<file path="src/rtl/lsu_sram_ctrl_if.sv">
// lsu_sram_ctrl_if: MEM-stage request/response and async SRAM pad signals of the load/store controller
interface lsu_sram_ctrl_if #(
    parameter int ADDR_W = 18
);
    logic              i_req;
    logic              i_wren;
    logic [31:0]       i_addr;
    logic [31:0]       i_wdata;
    logic [3:0]        i_bmask;
    logic [31:0]       o_rdata;
    logic              o_sram_stall;
    logic [ADDR_W-1:0] o_sram_addr;
    logic [15:0]       i_sram_dq;
    logic [15:0]       o_sram_dq;
    logic              o_sram_dq_en;
    logic              o_sram_ce_n;
    logic              o_sram_oe_n;
    logic              o_sram_we_n;
    logic              o_sram_lb_n;
    logic              o_sram_ub_n;

    modport slave (
        input  i_req, i_wren, i_addr, i_wdata, i_bmask, i_sram_dq,
        output o_rdata, o_sram_stall, o_sram_addr, o_sram_dq, o_sram_dq_en,
               o_sram_ce_n, o_sram_oe_n, o_sram_we_n, o_sram_lb_n, o_sram_ub_n
    );

    modport master (
        output i_req, i_wren, i_addr, i_wdata, i_bmask, i_sram_dq,
        input  o_rdata, o_sram_stall, o_sram_addr, o_sram_dq, o_sram_dq_en,
               o_sram_ce_n, o_sram_oe_n, o_sram_we_n, o_sram_lb_n, o_sram_ub_n
    );
endinterface

</file>
<file path="src/rtl/lsu_sram_ctrl.sv">
// lsu_sram_ctrl: splits 32-bit loads/stores into two 16-bit async SRAM half-word cycles, stalling the pipeline meanwhile
module lsu_sram_ctrl #(
    parameter int ADDR_W      = 18,
    parameter int WAIT_CYCLES = 1
) (
    input logic            i_clk,
    input logic            i_rst_n,
    lsu_sram_ctrl_if.slave bus
);
    localparam int CW = (WAIT_CYCLES < 2) ? 1 : $clog2(WAIT_CYCLES + 1);
    localparam logic [CW-1:0] LAST = CW'(WAIT_CYCLES);

    typedef enum logic [1:0] {IDLE, LO, HI, DONE} state_t;

    state_t        state_q, state_d;
    logic [CW-1:0] cnt_q, cnt_d;
    logic [15:0]   lo_q, lo_d, hi_q, hi_d;
    logic          phase, hs, last, ld, unused_addr;

    assign phase = (state_q == LO) || (state_q == HI);
    assign hs    = state_q == HI;
    assign last  = cnt_q == LAST;
    assign ld    = !bus.i_wren;

    // next state, phase counter and load-half capture; inputs are frozen by the stall so no local copy
    always_comb begin
        state_d = state_q;
        case (state_q)
            IDLE:    if (bus.i_req)
                         state_d = (ld || |bus.i_bmask[1:0]) ? LO : (|bus.i_bmask[3:2] ? HI : DONE);
            LO:      if (last) state_d = (ld || |bus.i_bmask[3:2]) ? HI : DONE;
            HI:      if (last) state_d = DONE;
            default: state_d = IDLE;
        endcase
        cnt_d = (state_d != state_q || !phase) ? '0 : cnt_q + 1'b1;
        lo_d  = (state_q == LO && last && ld) ? bus.i_sram_dq : lo_q;
        hi_d  = (state_q == HI && last && ld) ? bus.i_sram_dq : hi_q;
    end

    // state register; a reset aborts any access in flight
    always_ff @(posedge i_clk) begin
        if (!i_rst_n) begin
            state_q <= IDLE;
            cnt_q   <= '0;
            lo_q    <= '0;
            hi_q    <= '0;
        end else begin
            state_q <= state_d;
            cnt_q   <= cnt_d;
            lo_q    <= lo_d;
            hi_q    <= hi_d;
        end
    end

    // stall is combinational so it covers the request cycle; it drops in DONE so MEM/WB captures o_rdata
    assign bus.o_sram_stall = i_rst_n && bus.i_req && (state_q != DONE);
    assign bus.o_rdata      = {hi_q, lo_q};
    assign bus.o_sram_addr  = phase ? {bus.i_addr[ADDR_W:2], hs} : '0;
    assign bus.o_sram_ce_n  = !phase;
    assign bus.o_sram_oe_n  = !(phase && ld);
    // write strobe releases in the final phase cycle to give address/data hold
    assign bus.o_sram_we_n  = !(phase && !ld && !last);
    assign bus.o_sram_dq_en = phase && !ld;
    assign bus.o_sram_dq    = bus.o_sram_dq_en ? (hs ? bus.i_wdata[31:16] : bus.i_wdata[15:0]) : '0;
    assign bus.o_sram_lb_n  = !phase || (!ld && !(hs ? bus.i_bmask[2] : bus.i_bmask[0]));
    assign bus.o_sram_ub_n  = !phase || (!ld && !(hs ? bus.i_bmask[3] : bus.i_bmask[1]));
    assign unused_addr      = ^{bus.i_addr[31:ADDR_W+1], bus.i_addr[1:0]};
endmodule

</file>
<file path="src/flat_wrapper.sv">
// flat-port wrapper written by rule: the top's interface ports become plain ports
module lsu_sram_ctrl_flat 
#(
    parameter int ADDR_W      = 18,
    parameter int WAIT_CYCLES = 1
)
  (i_clk, i_rst_n, bus_i_req, bus_i_wren, bus_i_addr, bus_i_wdata, bus_i_bmask, bus_i_sram_dq, bus_o_rdata, bus_o_sram_stall, bus_o_sram_addr, bus_o_sram_dq, bus_o_sram_dq_en, bus_o_sram_ce_n, bus_o_sram_oe_n, bus_o_sram_we_n, bus_o_sram_lb_n, bus_o_sram_ub_n);
  lsu_sram_ctrl_if #(.ADDR_W(ADDR_W)) bus_i ();
  input logic i_clk;
  input logic i_rst_n;
  input wire logic [$bits(bus_i.i_req)-1:0] bus_i_req;
  input wire logic [$bits(bus_i.i_wren)-1:0] bus_i_wren;
  input wire logic [$bits(bus_i.i_addr)-1:0] bus_i_addr;
  input wire logic [$bits(bus_i.i_wdata)-1:0] bus_i_wdata;
  input wire logic [$bits(bus_i.i_bmask)-1:0] bus_i_bmask;
  input wire logic [$bits(bus_i.i_sram_dq)-1:0] bus_i_sram_dq;
  output wire logic [$bits(bus_i.o_rdata)-1:0] bus_o_rdata;
  output wire logic [$bits(bus_i.o_sram_stall)-1:0] bus_o_sram_stall;
  output wire logic [$bits(bus_i.o_sram_addr)-1:0] bus_o_sram_addr;
  output wire logic [$bits(bus_i.o_sram_dq)-1:0] bus_o_sram_dq;
  output wire logic [$bits(bus_i.o_sram_dq_en)-1:0] bus_o_sram_dq_en;
  output wire logic [$bits(bus_i.o_sram_ce_n)-1:0] bus_o_sram_ce_n;
  output wire logic [$bits(bus_i.o_sram_oe_n)-1:0] bus_o_sram_oe_n;
  output wire logic [$bits(bus_i.o_sram_we_n)-1:0] bus_o_sram_we_n;
  output wire logic [$bits(bus_i.o_sram_lb_n)-1:0] bus_o_sram_lb_n;
  output wire logic [$bits(bus_i.o_sram_ub_n)-1:0] bus_o_sram_ub_n;
  assign bus_i.i_req = bus_i_req;
  assign bus_i.i_wren = bus_i_wren;
  assign bus_i.i_addr = bus_i_addr;
  assign bus_i.i_wdata = bus_i_wdata;
  assign bus_i.i_bmask = bus_i_bmask;
  assign bus_i.i_sram_dq = bus_i_sram_dq;
  assign bus_o_rdata = bus_i.o_rdata;
  assign bus_o_sram_stall = bus_i.o_sram_stall;
  assign bus_o_sram_addr = bus_i.o_sram_addr;
  assign bus_o_sram_dq = bus_i.o_sram_dq;
  assign bus_o_sram_dq_en = bus_i.o_sram_dq_en;
  assign bus_o_sram_ce_n = bus_i.o_sram_ce_n;
  assign bus_o_sram_oe_n = bus_i.o_sram_oe_n;
  assign bus_o_sram_we_n = bus_i.o_sram_we_n;
  assign bus_o_sram_lb_n = bus_i.o_sram_lb_n;
  assign bus_o_sram_ub_n = bus_i.o_sram_ub_n;
  lsu_sram_ctrl #(.ADDR_W(ADDR_W), .WAIT_CYCLES(WAIT_CYCLES)) u_core (.i_clk(i_clk), .i_rst_n(i_rst_n), .bus(bus_i));
endmodule
</file>
<file path="config.mk">
export PLATFORM = sky130hd
export DESIGN_NAME = lsu_sram_ctrl_flat
export DESIGN_NICKNAME = d
export VERILOG_FILES = /design/src/rtl/lsu_sram_ctrl_if.sv /design/src/rtl/lsu_sram_ctrl.sv /design/src/flat_wrapper.sv
export SDC_FILE = /design/constraint.sdc
export NUM_CORES = 1
export LEC_CHECK = 0
export CORE_ASPECT_RATIO = 0.7
export CORE_UTILIZATION = 34
export DETAILED_ROUTE_END_ITERATION = 8
export PLACE_DENSITY = 0.86
export SLEW_MARGIN = 5
export SYNTH_ARGS = -nofsm -noshare
export SYNTH_HDL_FRONTEND = slang
export SYNTH_SLANG_ARGS = --single-unit
</file>
<file path="constraint.sdc">
create_clock -name i_clk -period 2.64 [get_ports i_clk]
set_input_delay 0.264 -clock i_clk [delete_from_list [all_inputs] [get_ports i_clk]]
set_output_delay 0.264 -clock i_clk [all_outputs]
set_load 0.1 [all_outputs]
</file>
==> results of run 1 <==
per-stage QoR:
stage          instances  instance area, µm²  TNS (ns)  hold slack (ns)  total power (µW)
6_report             454                3740         0            0.457              2750
5_1_grt              454                3740         0            0.477              2850
4_1_cts              454                3740         0            0.458              2770
3_5_place_dp         447                3650         0            0.449              2380
3_3_place_gp         447                3650         0            0.442              2370
2_1_floorplan        244                1860    -0.894            0.399              1710
sequential cells by signal, summed over array words and instances, names as in the netlist:
register,cells
u_core.hi_q,16
u_core.state_q,2
u_core.lo_q,16
u_core.cnt_q,1
cell families after synthesis:
family / after synthesis / synth area share
simple gates: 119 / 0.285
compound gates: 45 / 0.154
flops: 35 / 0.381
buf+inv: 22 / 0.0476
mux: 18 / 0.0980
fa+ha+maj: 5 / 0.0340
worst min-delay path: stages, from the launching register on:
cell	delay, ns
dfxtp_1	0.31
nand2_1	0.05
a21boi_1	0.05
layout make-up:
cell class	count	area, µm²
flip-flops and latches	35	701
inverters	8	30.0
clock buffers	6	82.6
clock inverters	1	5.00
fillers	368	1250
repair buffers	148	1770
well taps	69	86.3
multi-input cells	187	1070
final timing paths:
path	cells after the start	start	end	slack, ns
worst max-delay path	5	u_core.state_q[1]	bus_o_sram_we_n	0.18
worst min-delay path	2	u_core.hi_q[1]	u_core.hi_q[1]	0.46
worst max register to register	7	u_core.state_q[0]	u_core.cnt_q	0.68
worst min register to register	2	u_core.hi_q[1]	u_core.hi_q[1]	0.46
power groups by stage:
stage          Sequential, µW  Combinational (µW)  Clock, µW
2_1_floorplan             598                1110          0
3_3_place_gp              570                1790          0
3_5_place_dp              572                1810          0
4_1_cts                   560                1810        391
5_1_grt                   562                1860        425
6_report                  560                1810        387
synth_stat cells, drive strengths merged:
master / instances / share of area
o221a: 1 / 0.0061
buf: 4 / 0.011
o211ai: 1 / 0.0041
nor3: 1 / 0.0027
or3: 1 / 0.0034
a32o: 1 / 0.0054
clkbuf: 10 / 0.020
and2: 19 / 0.065
nor2: 19 / 0.039
a21boi: 10 / 0.041
nand4bb: 1 / 0.0061
or2: 1 / 0.0034
o21ai: 4 / 0.011
a21oi: 22 / 0.060
o22ai: 1 / 0.0034
dfxtp: 35 / 0.38
a311oi: 2 / 0.0095
nand2b: 1 / 0.0034
inv: 8 / 0.016
nor2b: 2 / 0.0068
or3b: 1 / 0.0048
a2111o: 1 / 0.0061
a211oi: 1 / 0.0041
nor3b: 1 / 0.0041
ha: 5 / 0.034
mux2i: 18 / 0.098
o21a: 1 / 0.0041
nand2: 72 / 0.15
cell usage in the layout (no fill, tap or decap), types with 2 or more instances in the layout:
master and n:
nand2_1 72, clkdlybuf4s50_1 72, buf_12 38, buf_4 38
dfxtp_1 35, a21oi_1 22, and2_1 19, mux2i_1 18
nor2_1 14, a21boi_1 10, inv_1 7, clkbuf_8 6
nor2_2 5, ha_1 5, nor2b_1 2, a311oi_1 2
o21ai_1 2, o21ai_0 2
layer usage:
layer,wire (µm),share of wire,vias up,GRT usage
met5,0,0,-,0
met4,112,0.017,0,0.0544
met3,386,0.058,10,0.0640
met2,3500,0.52,81,0.439
met1,2670,0.40,1035,0.282
li1,-,-,1080,-
==> results.yml, run 1 <==
detailed_routing:
  drtIter0Drc: 105
  vias_per_cell: 4.86
  dr_total_vias: 2206
  avgRoutedWirePerCell_um: 14.7
  first_pass_iters: 4
  drc: 0
  wl_mm: 6.67
  ant_nets: 0
synthesis:
  yosysWarnings: 0
  synth_nets: 337
  synthDistinctLibCells: 30
  syn_area_um2: 1840
  yosysSeqAreaShare: 0.381
  ys_ff_latch: 35
  synth_cells: 244
  syn_avg_cell_area_um2: 7.54
clock_tree:
  cts.sinks: 35
  post_cts.repair.setup_buffers: 0
  cts_buffers: 5
  clockRootBuffer: "clkbuf_8"
  clock_latency_ns: 0.28
  clk_pin_slew_worst_paths_ns: 0.07
  cts_buffer_depth: 2
  cts_tree: "built"
  cts-hold-fix-buffers: 0
  h-tree-depth: 2
  post_cts_resized: 0
setup_path:
  cp-start-kind: "register"
  cpLargestDelayFamily: "simple AND/OR/NAND/NOR gates"
  critPathBufInv: 2
  critPathCaptureType: "output port"
  crit_path_max_fanout: 18
  critical_path_class: "reg -> out"
  worstPathRequired_ns: 2.38
  cp_slowest_cell: "dfxtp_1"
  worst_ep_arrival_time_ns: 2.20
  crit_chain: "inv_1 > ha_1 > nand2_1 > or2_1 > buf_12"
  critPathMaxStageDelay_ns: 0.48
floorplanning:
  die_x_um: 89.9
  die_h_um: 63.5
  core_um2: 4990
  row_count: 21
  start_util: 0.368
  dieArea_um2: 5710
  io_pins: 161
timing:
  finalClockSkew_ns: 0.00763
  rsz0062_at_grt: "false"
  fin_ws_ns: 0.176
  final_max_slew_viol_count: 0
  slew_headroom: 0.553
  setup_violations: 0
  fmax_mhz: 406
  timing.final.crit_share: 0.933
  min_period_ns: 2.46
  final_hold_viol_count: 0
  worst-slew-pin-transition_ns: 0.669
power:
  power.share.sequential: 0.204
  clockPowerShare: 0.141
  sw_frac_of_total: 0.502
  ir_drop_uv: 424
  netSwitchingPower_uw: 1380
  powerDensity_nw_per_um2: 736
  combinationalPowerShare: 0.656
  leakagePower_uw: 0.00145
  p_int_uw: 1370
global_route:
  grt_max_degree: 24
  antenna_found_initial: 0
  grt_overflow_total: 0
  first_global_vias: 2191
  grtUsageTotal: 0.240
  grt_pass1_wl_mm: 10.9
place:
  place_ws_ns: 0.420
  port_buffers: 145
  gp_congestion: 0.827
  post-dp-hpwl_mm: 5.47
final_layout:
  area_growth_pct: 103
  drive_gt1_frac: 0.234
  nNetsFinal: 478
  diodes: 0
  fin_util: 0.749
hold_path:
  hold_path_class: "reg -> reg"
status:
  status: "finished, final reports clean"
run:
  cap_violations: 0
Note: power is estimated with default switching activity, not from simulation.
==> run 2: changes to the inputs <==
--- a/config.mk
+++ b/config.mk
@@ -8,6 +8,7 @@
 export CORE_ASPECT_RATIO = 0.7
 export CORE_UTILIZATION = 34
 export DETAILED_ROUTE_END_ITERATION = 8
+export HOLD_SLACK_MARGIN = 0.03
 export PLACE_DENSITY = 0.86
 export SLEW_MARGIN = 5
 export SYNTH_ARGS = -nofsm -noshare
==> results of run 2 <==
The final DEF is identical to that of run 1; final timing and power are the same.
==> run 3: changes to the inputs <==
--- a/config.mk
+++ b/config.mk
@@ -6,6 +6,7 @@
 export NUM_CORES = 1
 export LEC_CHECK = 0
 export CORE_ASPECT_RATIO = 0.7
+export CORE_MARGIN = 1
 export CORE_UTILIZATION = 34
 export DETAILED_ROUTE_END_ITERATION = 8
 export HOLD_SLACK_MARGIN = 0.03
==> results of run 3 <==
The final DEF is identical to that of run 1; final timing and power are the same.
